[config.mk]
export PLATFORM = sky130hd
export DESIGN_NAME = fdiv_issue_queue
export DESIGN_NICKNAME = d
export VERILOG_FILES = /design/src/rtl/fdiv_issue_queue.sv
export SDC_FILE = /design/constraint.sdc
export NUM_CORES = 1
export LEC_CHECK = 0
export ABC_AREA = 1
export BUFFER_PORTS_ARGS = -buffer_cell sky130_fd_sc_hd__buf_2
export CAP_MARGIN = 30
export CORE_ASPECT_RATIO = 0.8
export CORE_MARGIN = 2
export CORE_UTILIZATION = 25
export CTS_CLUSTER_SIZE = 20
export DETAILED_ROUTE_END_ITERATION = 7
export PLACE_DENSITY = 0.48
export SKIP_LAST_GASP = 1
export SYNTH_ARGS = -nofsm -noshare
export SYNTH_HDL_FRONTEND = slang
export SYNTH_SLANG_ARGS = --single-unit
[constraint.sdc]
create_clock -name clk -period 13.55 [get_ports clk]
set_input_delay 2.71 -clock clk [delete_from_list [all_inputs] [get_ports clk]]
set_output_delay 2.71 -clock clk [all_outputs]
set_load 0.005 [all_outputs]
[src/rtl/fdiv_issue_queue.sv]
// Issue queue for the FDiv/FSqrt unit: holds dispatched ops until their sources
// are ready, issues the oldest eligible op when the single-op unit is idle.
module fdiv_issue_queue #(
    parameter int DEPTH  = 4,
    parameter int PREG_W = 7,
    parameter int ROB_W  = 7,
    parameter int WK_N   = 4
) (
    input  logic                           clk,
    input  logic                           rst,
    input  logic                           enq_valid,
    output logic                           enq_ready,
    input  logic                           enq_div,
    input  logic [2:0]                     enq_rm,
    input  logic [PREG_W-1:0]              enq_rs1_preg,
    input  logic [PREG_W-1:0]              enq_rs2_preg,
    input  logic                           enq_rs1_rdy,
    input  logic                           enq_rs2_rdy,
    input  logic [PREG_W-1:0]              enq_rd,
    input  logic [ROB_W-1:0]               enq_rob_idx,
    input  logic [WK_N-1:0]                wk_valid,
    input  logic [WK_N-1:0][PREG_W-1:0]    wk_preg,
    output logic                           issue_en,
    output logic                           issue_div,
    output logic [2:0]                     issue_rm,
    output logic [PREG_W-1:0]              issue_rs1_preg,
    output logic [PREG_W-1:0]              issue_rs2_preg,
    output logic [PREG_W-1:0]              issue_rd,
    output logic [ROB_W-1:0]               issue_rob_idx,
    input  logic                           fu_done,
    input  logic                           redirect,
    input  logic [ROB_W-1:0]               redirect_idx
);
    localparam int IDX_W = $clog2(DEPTH);
    localparam int CNT_W = IDX_W + 1;

    typedef struct packed {
        logic              div;
        logic [2:0]        rm;
        logic [PREG_W-1:0] rs1;
        logic [PREG_W-1:0] rs2;
        logic [PREG_W-1:0] rd;
        logic [ROB_W-1:0]  rob;
    } op_t;

    // The MSB of a ROB index is the wrap bit; a differing wrap bit inverts the order.
    function automatic logic is_older(input logic [ROB_W-1:0] a, input logic [ROB_W-1:0] b);
        if (a[ROB_W-1] == b[ROB_W-1]) return a[ROB_W-2:0] < b[ROB_W-2:0];
        else                          return a[ROB_W-2:0] > b[ROB_W-2:0];
    endfunction

    function automatic logic woken(input logic [PREG_W-1:0] p,
                                   input logic [WK_N-1:0] v,
                                   input logic [WK_N-1:0][PREG_W-1:0] pr);
        logic hit;
        hit = 1'b0;
        for (int k = 0; k < WK_N; k++) hit = hit | (v[k] && pr[k] == p);
        return hit;
    endfunction

    logic [DEPTH-1:0] valid_q, valid_d, rdy1_q, rdy1_d, rdy2_q, rdy2_d;
    logic [DEPTH-1:0] elig, flush, op_we;
    op_t              op_q [DEPTH];
    op_t              enq_op, iss_op_q;
    logic [CNT_W-1:0] count_q, count_d, n_flush;
    logic             busy_q, busy_d, issue_en_q, flush_infl;
    logic [ROB_W-1:0] infl_q, infl_d;
    logic [IDX_W-1:0] sel_idx, free_idx;
    logic             sel_found, free_found, do_sel, do_enq;

    assign enq_ready = count_q < CNT_W'(DEPTH);
    assign enq_op    = '{div: enq_div, rm: enq_rm, rs1: enq_rs1_preg, rs2: enq_rs2_preg,
                         rd: enq_rd, rob: enq_rob_idx};

    // NOTE: every variable gets a default at the top of always_comb, otherwise a latch is inferred.
    always_comb begin
        elig       = valid_q & rdy1_q & rdy2_q;
        sel_found  = 1'b0;
        sel_idx    = '0;
        free_found = 1'b0;
        free_idx   = '0;
        n_flush    = '0;
        flush      = '0;
        for (int i = 0; i < DEPTH; i++) begin
            if (elig[i] && (!sel_found || is_older(op_q[i].rob, op_q[sel_idx].rob))) begin
                sel_found = 1'b1;
                sel_idx   = IDX_W'(i);
            end
            if (!valid_q[i] && !free_found) begin
                free_found = 1'b1;
                free_idx   = IDX_W'(i);
            end
            flush[i] = redirect && valid_q[i] && !is_older(op_q[i].rob, redirect_idx);
            n_flush  = n_flush + CNT_W'(flush[i]);
        end
        do_sel = sel_found && !busy_q && !redirect;
        do_enq = enq_valid && enq_ready && !redirect && free_found;

        for (int i = 0; i < DEPTH; i++) begin
            valid_d[i] = valid_q[i];
            rdy1_d[i]  = rdy1_q[i] | woken(op_q[i].rs1, wk_valid, wk_preg);
            rdy2_d[i]  = rdy2_q[i] | woken(op_q[i].rs2, wk_valid, wk_preg);
            op_we[i]   = 1'b0;
            if ((do_sel && sel_idx == IDX_W'(i)) || flush[i]) valid_d[i] = 1'b0;
            if (do_enq && free_idx == IDX_W'(i)) begin
                valid_d[i] = 1'b1;
                rdy1_d[i]  = enq_rs1_rdy | woken(enq_rs1_preg, wk_valid, wk_preg);
                rdy2_d[i]  = enq_rs2_rdy | woken(enq_rs2_preg, wk_valid, wk_preg);
                op_we[i]   = 1'b1;
            end
        end

        count_d    = count_q + CNT_W'(do_enq) - CNT_W'(do_sel) - n_flush;
        flush_infl = redirect && busy_q && !is_older(infl_q, redirect_idx);
        // The unit drops a flushed op silently, so done and flush may both clear busy.
        busy_d     = do_sel || (busy_q && !fu_done && !flush_infl);
        infl_d     = do_sel ? op_q[sel_idx].rob : infl_q;
    end

    always_ff @(posedge clk or posedge rst) begin
        if (rst) begin
            valid_q    <= '0;
            rdy1_q     <= '0;
            rdy2_q     <= '0;
            count_q    <= '0;
            busy_q     <= 1'b0;
            infl_q     <= '0;
            issue_en_q <= 1'b0;
            iss_op_q   <= '0;
        end else begin
            valid_q    <= valid_d;
            rdy1_q     <= rdy1_d;
            rdy2_q     <= rdy2_d;
            count_q    <= count_d;
            busy_q     <= busy_d;
            infl_q     <= infl_d;
            issue_en_q <= do_sel;
            if (do_sel) iss_op_q <= op_q[sel_idx];
        end
    end

    // NOTE: payload storage has no reset; its contents are only used while valid_q is set.
    always_ff @(posedge clk) begin
        for (int i = 0; i < DEPTH; i++) begin
            if (op_we[i]) op_q[i] <= enq_op;
        end
    end

    assign issue_en       = issue_en_q;
    assign issue_div      = iss_op_q.div;
    assign issue_rm       = iss_op_q.rm;
    assign issue_rs1_preg = iss_op_q.rs1;
    assign issue_rs2_preg = iss_op_q.rs2;
    assign issue_rd       = iss_op_q.rd;
    assign issue_rob_idx  = iss_op_q.rob;
endmodule

Word-level counts from Yosys, hierarchy flattened
Memory sizes are Yosys's and may differ from the RTL's. A register that Yosys moved wholly into a read port is not among the register bits.
Cells that the tools add are included.
Storage, ports and cells
  RAM bits: 128
  input port bits: 78
  bits in latches: 0
  output and inout port bits: 34
  memories kept: 1
  logic and storage cells: 293
  register bits after elaboration: 17
  memory bits (read-only): 0
Memories
  op_q: words 4, bits a word 32, rd ports 7, clocked after Yosys merged registers in 1, wr ports 1, RTL line 63  | op_t op_q [DEPTH];
Operators by class
  order comparisons: 17
  equal/unequal tests: 54
  shifts and indexed selects: 0
  div/mod/pow operators: 0
  reduce and logical (&&, ||, !) cells: 105
  multiplexer cells: 59
  bitwise logic cells: 42
  add/sub/neg operators: 6
  multipliers: 0
Operator list (count)
  7-bit == test: 40
  32-bit two-way mux: 3
  32-bit OR reduction: 3
  1-bit logical AND: 71
  1-bit two-way mux: 49
  6-bit greater-than comparator: 8
  6-bit < comparator: 8
  1-bit bitwise OR: 40
  1-bit logical NOT: 17
  2-bit two-way mux: 7
  4-bit bitwise AND: 2
  1-bit == test: 8
  2-bit == test (second input constant): 4
  1-bit logical OR: 8
  2-bit nonzero test: 4
  3-bit by 1-bit adder with 3-bit output: 2
  2-bit by 1-bit == test with 1-bit output (second input constant): 2
  2-bit logical NOT: 2
  2-bit by 1-bit adder with 3-bit output: 1
  3-bit < comparator (second input constant): 1
  3-bit by 1-bit subtractor with 3-bit output: 1
  3-bit subtractor: 1
  1-bit by 1-bit adder with 2-bit output: 1

Longest topological paths before layout
An unclocked memory read counts as a cell.
  depth after elaboration: 25
  mapped depth: 43
  mapped depth without buffers: 39

Worst setup path after synthesis
No wires, ideal clock.
  path type: input port to flip-flop
  start point: input port redirect
  end point: register rdy2_q[0]
  data required time: 13246 ps
  library setup time: 304 ps
  path buffers: 0
  path slack: 6492 ps
  stages on the path: 6
  data arrival time: 6755 ps
  cell sequence: inv_1 nand3_1 a21oi_1 inv_1 nor4_1 o21ai_0
On the way
  word-level cells in the longest chain between the ends: 5
RTL lines
  start: declaration: RTL line 31  | input logic redirect,
  1-bit logical NOT: RTL line 97  | do_enq = enq_valid && enq_ready && !redirect && free_found;
  1-bit logical AND (2 in a row): RTL line 97
  1-bit logical AND: RTL line 105  | if (do_enq && free_idx == IDX_W'(i)) begin
  1-bit two-way mux: RTL line 105
  named net rdy2_d[0]: RTL line 61  | logic [DEPTH-1:0] valid_q, valid_d, rdy1_q, rdy1_d, rdy2_q, rdy2_d;
  end signal: assignment: RTL line 133  | rdy2_q <= rdy2_d;
  end: declaration: RTL line 61
The timed path passes the listed nets, and every way through them passes these cells.
A chain may end at the register's enable or synchronous reset.

==> results.toml <==
[power_and_ir_drop]
p_sw_mw = 0.781
power.density_nw_per_um2 = 147
ir_worst_vdd_v = 0.0000661
p_sw_frac = 0.391
internal_power_mw = 1.22
finalPower_mw = 2.00
combPwrFrac = 0.368
p_seq_frac = 0.386
p_leak_nw = 5.63
p_clk_frac = 0.245

[outcome]
outcome = "complete, no violations"

[synth]
synth_top_area_frac = 0.319
synth_edf_count = 128
synth_area_um2 = 12000
yosysSeqAreaShare = 0.421
synthArstFlopShare = 0.277
ys_warn_count = 0
synth-main-ff-cell = "edfxtp_1"
ys_types = 54
synthCells = 1412
ys_ff_latch = 177
yosysTopAreaCell = "edfxtp_1"
synth_nets = 1545
synth.area.top_cells = "edfxtp_1, dfrtp_1, nand2_1"
syn_area_per_cell_um2 = 8.52

[cells_and_area]
layout_commonest_cell = "nand2_1"
area_growth_pct = 13.1
final_nets = 1595
layout-drive-gt1-share = 0.130
layout_common_cells = "nand2_1, inv_1, edfxtp_1"
regArea_um2 = 5070
fillers = 5017
multi_input_area_um2 = 5870

[clock_tree]
htree_levels = 4
cts_root_buf = "clkbuf_16"
cts_resized = 0
clk_pin_slew_ns = 0.07
cts_buffers = 17
ctsHoldBuffers = 0
cts_max_path_buffers = 2
clk_latency_ns = 0.45
tritoncts = "done"
clock-sinks = 177
postCtsSetupRepairBufs = 0

[worst_setup_path]
ff2ff_path_depth = 34
cp_max_fo = 42
worst_r2r_endpoint = "infl_q[4]"
critical_path_buf_inv_count = 4
end_kind = "flop"
slowest_stage = "nand2_2"
cp_slowest_stage_delay_ns = 0.63
worstPathArrival_ns = 7.69
cp_num_cells = 34
cp.required_ns = 13.92
reg2reg_from = "op_q[1][5]"
crit_type = "reg2reg"
cp_top_family = "simple AND/OR/NAND/NOR gates"
cp-start-kind = "flop"
rrSetupSlack_ns = 6.23

[route]
vias = 11293
wl_met3_um = 4320
met2_length_um = 21800
wl_met1_um = 22000
antenna_left = 0
viasPerCell = 5.39
drt-wirelength-per-cell_um = 23.8
drc = 0
top_layer = "met4"
drt_wl_total_um = 49900
dr.pass1.iters = 6
drtIter0Drc = 1390

[sta]
finalHoldViolations = 0
tns_ns = 0
setup_viol = 0
worstMarginPinSlew_ns = 0.885
fin_crit_ns = 7.32
max_freq_mhz = 137
slew_headroom = 0.409
fin_skew_ns = 0.0105
min_period_over_period = 0.540
rsz0062_at_grt = "no"
holdWs_ns = 0.507
drv_slew = 0

[die]
dieHeight_um = 200
placementRows = 71
initial_core_util = 0.255
die-area_um2 = 49900
die_w_um = 249
core_area_um2 = 47300
ios = 112

[run]
drv_cap = 0

[grt]
grt_pass1_vias = 10952
grt_max_degree = 56
track_usage = 0.197
gr-total-overflow = 0
antenna_found_initial = 2
grt_pass1_wl_um = 73500

[place]
gp_routability_congestion = 0.946
hpwl_um = 34900
portBuffers = 111

[hold_path]
hold_path_end = "issue_div"
holdPathStages = 2
min_path_type = "reg2reg"
min_from = "issue_div"
synthesized netlist by cell type, drive strengths merged (43+ instances only):
| cell | count |
|---|---|
| o21ai | 62 |
| clkbuf | 69 |
| ha | 52 |
| nand2 | 227 |
| xor2 | 48 |
| nor2 | 111 |
| nand3 | 106 |
| dfrtp | 49 |
| inv | 179 |
| a21oi | 43 |
| o22ai | 64 |
| edfxtp | 128 |
power groups by stage:
stage / registers (mW) / clock network [mW] / logic, mW
floorplan: 0.750 / 0 / 0.498
global placement: 0.782 / 0 / 0.726
detailed placement: 0.783 / 0 / 0.738
CTS: 0.773 / 0.501 / 0.740
global route: 0.784 / 0.526 / 0.829
finish: 0.772 / 0.490 / 0.736
worst min-delay path: cells and delay by family (launching register included):
family / cells / cell delay, ns
and+or+nand+nor: 2 / 0.14
DFF: 1 / 0.34
state kept, by name (all words and copies together) (netlist names):
register / flops
issue_rm: 3
issue_div: 1
infl_q: 7
issue_rd: 7
rdy1_q: 4
issue_rs2_preg: 7
issue_en: 1
op_q: 128
rdy2_q: 4
valid_q: 4
busy_q: 1
issue_rs1_preg: 7
count_q: 3
stage by stage:
| stage | util | worst slack (ns) | cell area, µm² | cells |
|---|---|---|---|---|
| detailed placement | 0.276 | 6.31 | 13000 | 2063 |
| finish | 0.288 | 6.23 | 13600 | 2096 |
| global placement | 0.276 | 6.46 | 13000 | 2063 |
| CTS | 0.288 | 6.26 | 13600 | 2094 |
| global route | 0.288 | 5.49 | 13600 | 2094 |
| floorplan | - | 6.49 | 12000 | 1412 |
cell families after synthesis:
kind of cell | after synthesis | synth area share
AO/OA/AOI/OAI | 305 | 0.174
XOR/XNOR | 84 | 0.0611
adder cells (fa/ha/maj) | 55 | 0.0590
buffers and inverters | 275 | 0.0921
flip-flops | 177 | 0.421
AND/OR/NAND/NOR | 516 | 0.192
how the worst max path moves through the flow:
stage | from | to | slack [ns]
after floorplan | redirect | rdy2_q[0] | 6.49
after CTS | op_q[1][5] | infl_q[4] | 6.26
after global placement | op_q[1][5] | infl_q[4] | 6.46
after detailed placement | op_q[1][5] | infl_q[3] | 6.31
final | op_q[1][5] | infl_q[4] | 6.23
after global routing | op_q[1][5] | issue_rs2_preg[5] | 5.49
layout make-up:
| cell class | count | area share |
|---|---|---|
| inverter | 185 | 0.0510 |
| timing repair buffer | 121 | 0.0463 |
| multi-input combinational | 960 | 0.431 |
| sequential | 177 | 0.372 |
| clock buffer | 18 | 0.0315 |
| antenna | 2 | 0.000368 |
| clock inverter | 13 | 0.0101 |
| tap | 620 | 0.0570 |
layer usage:
metal | up-vias | GRT usage
met3 | 138 | 0.0494
li1 | 5098 | -
met2 | 579 | 0.300
met1 | 5478 | 0.267
met5 | - | 0.00476
met4 | 0 | 0.0777
Note: power is estimated with default switching activity, not from simulation.
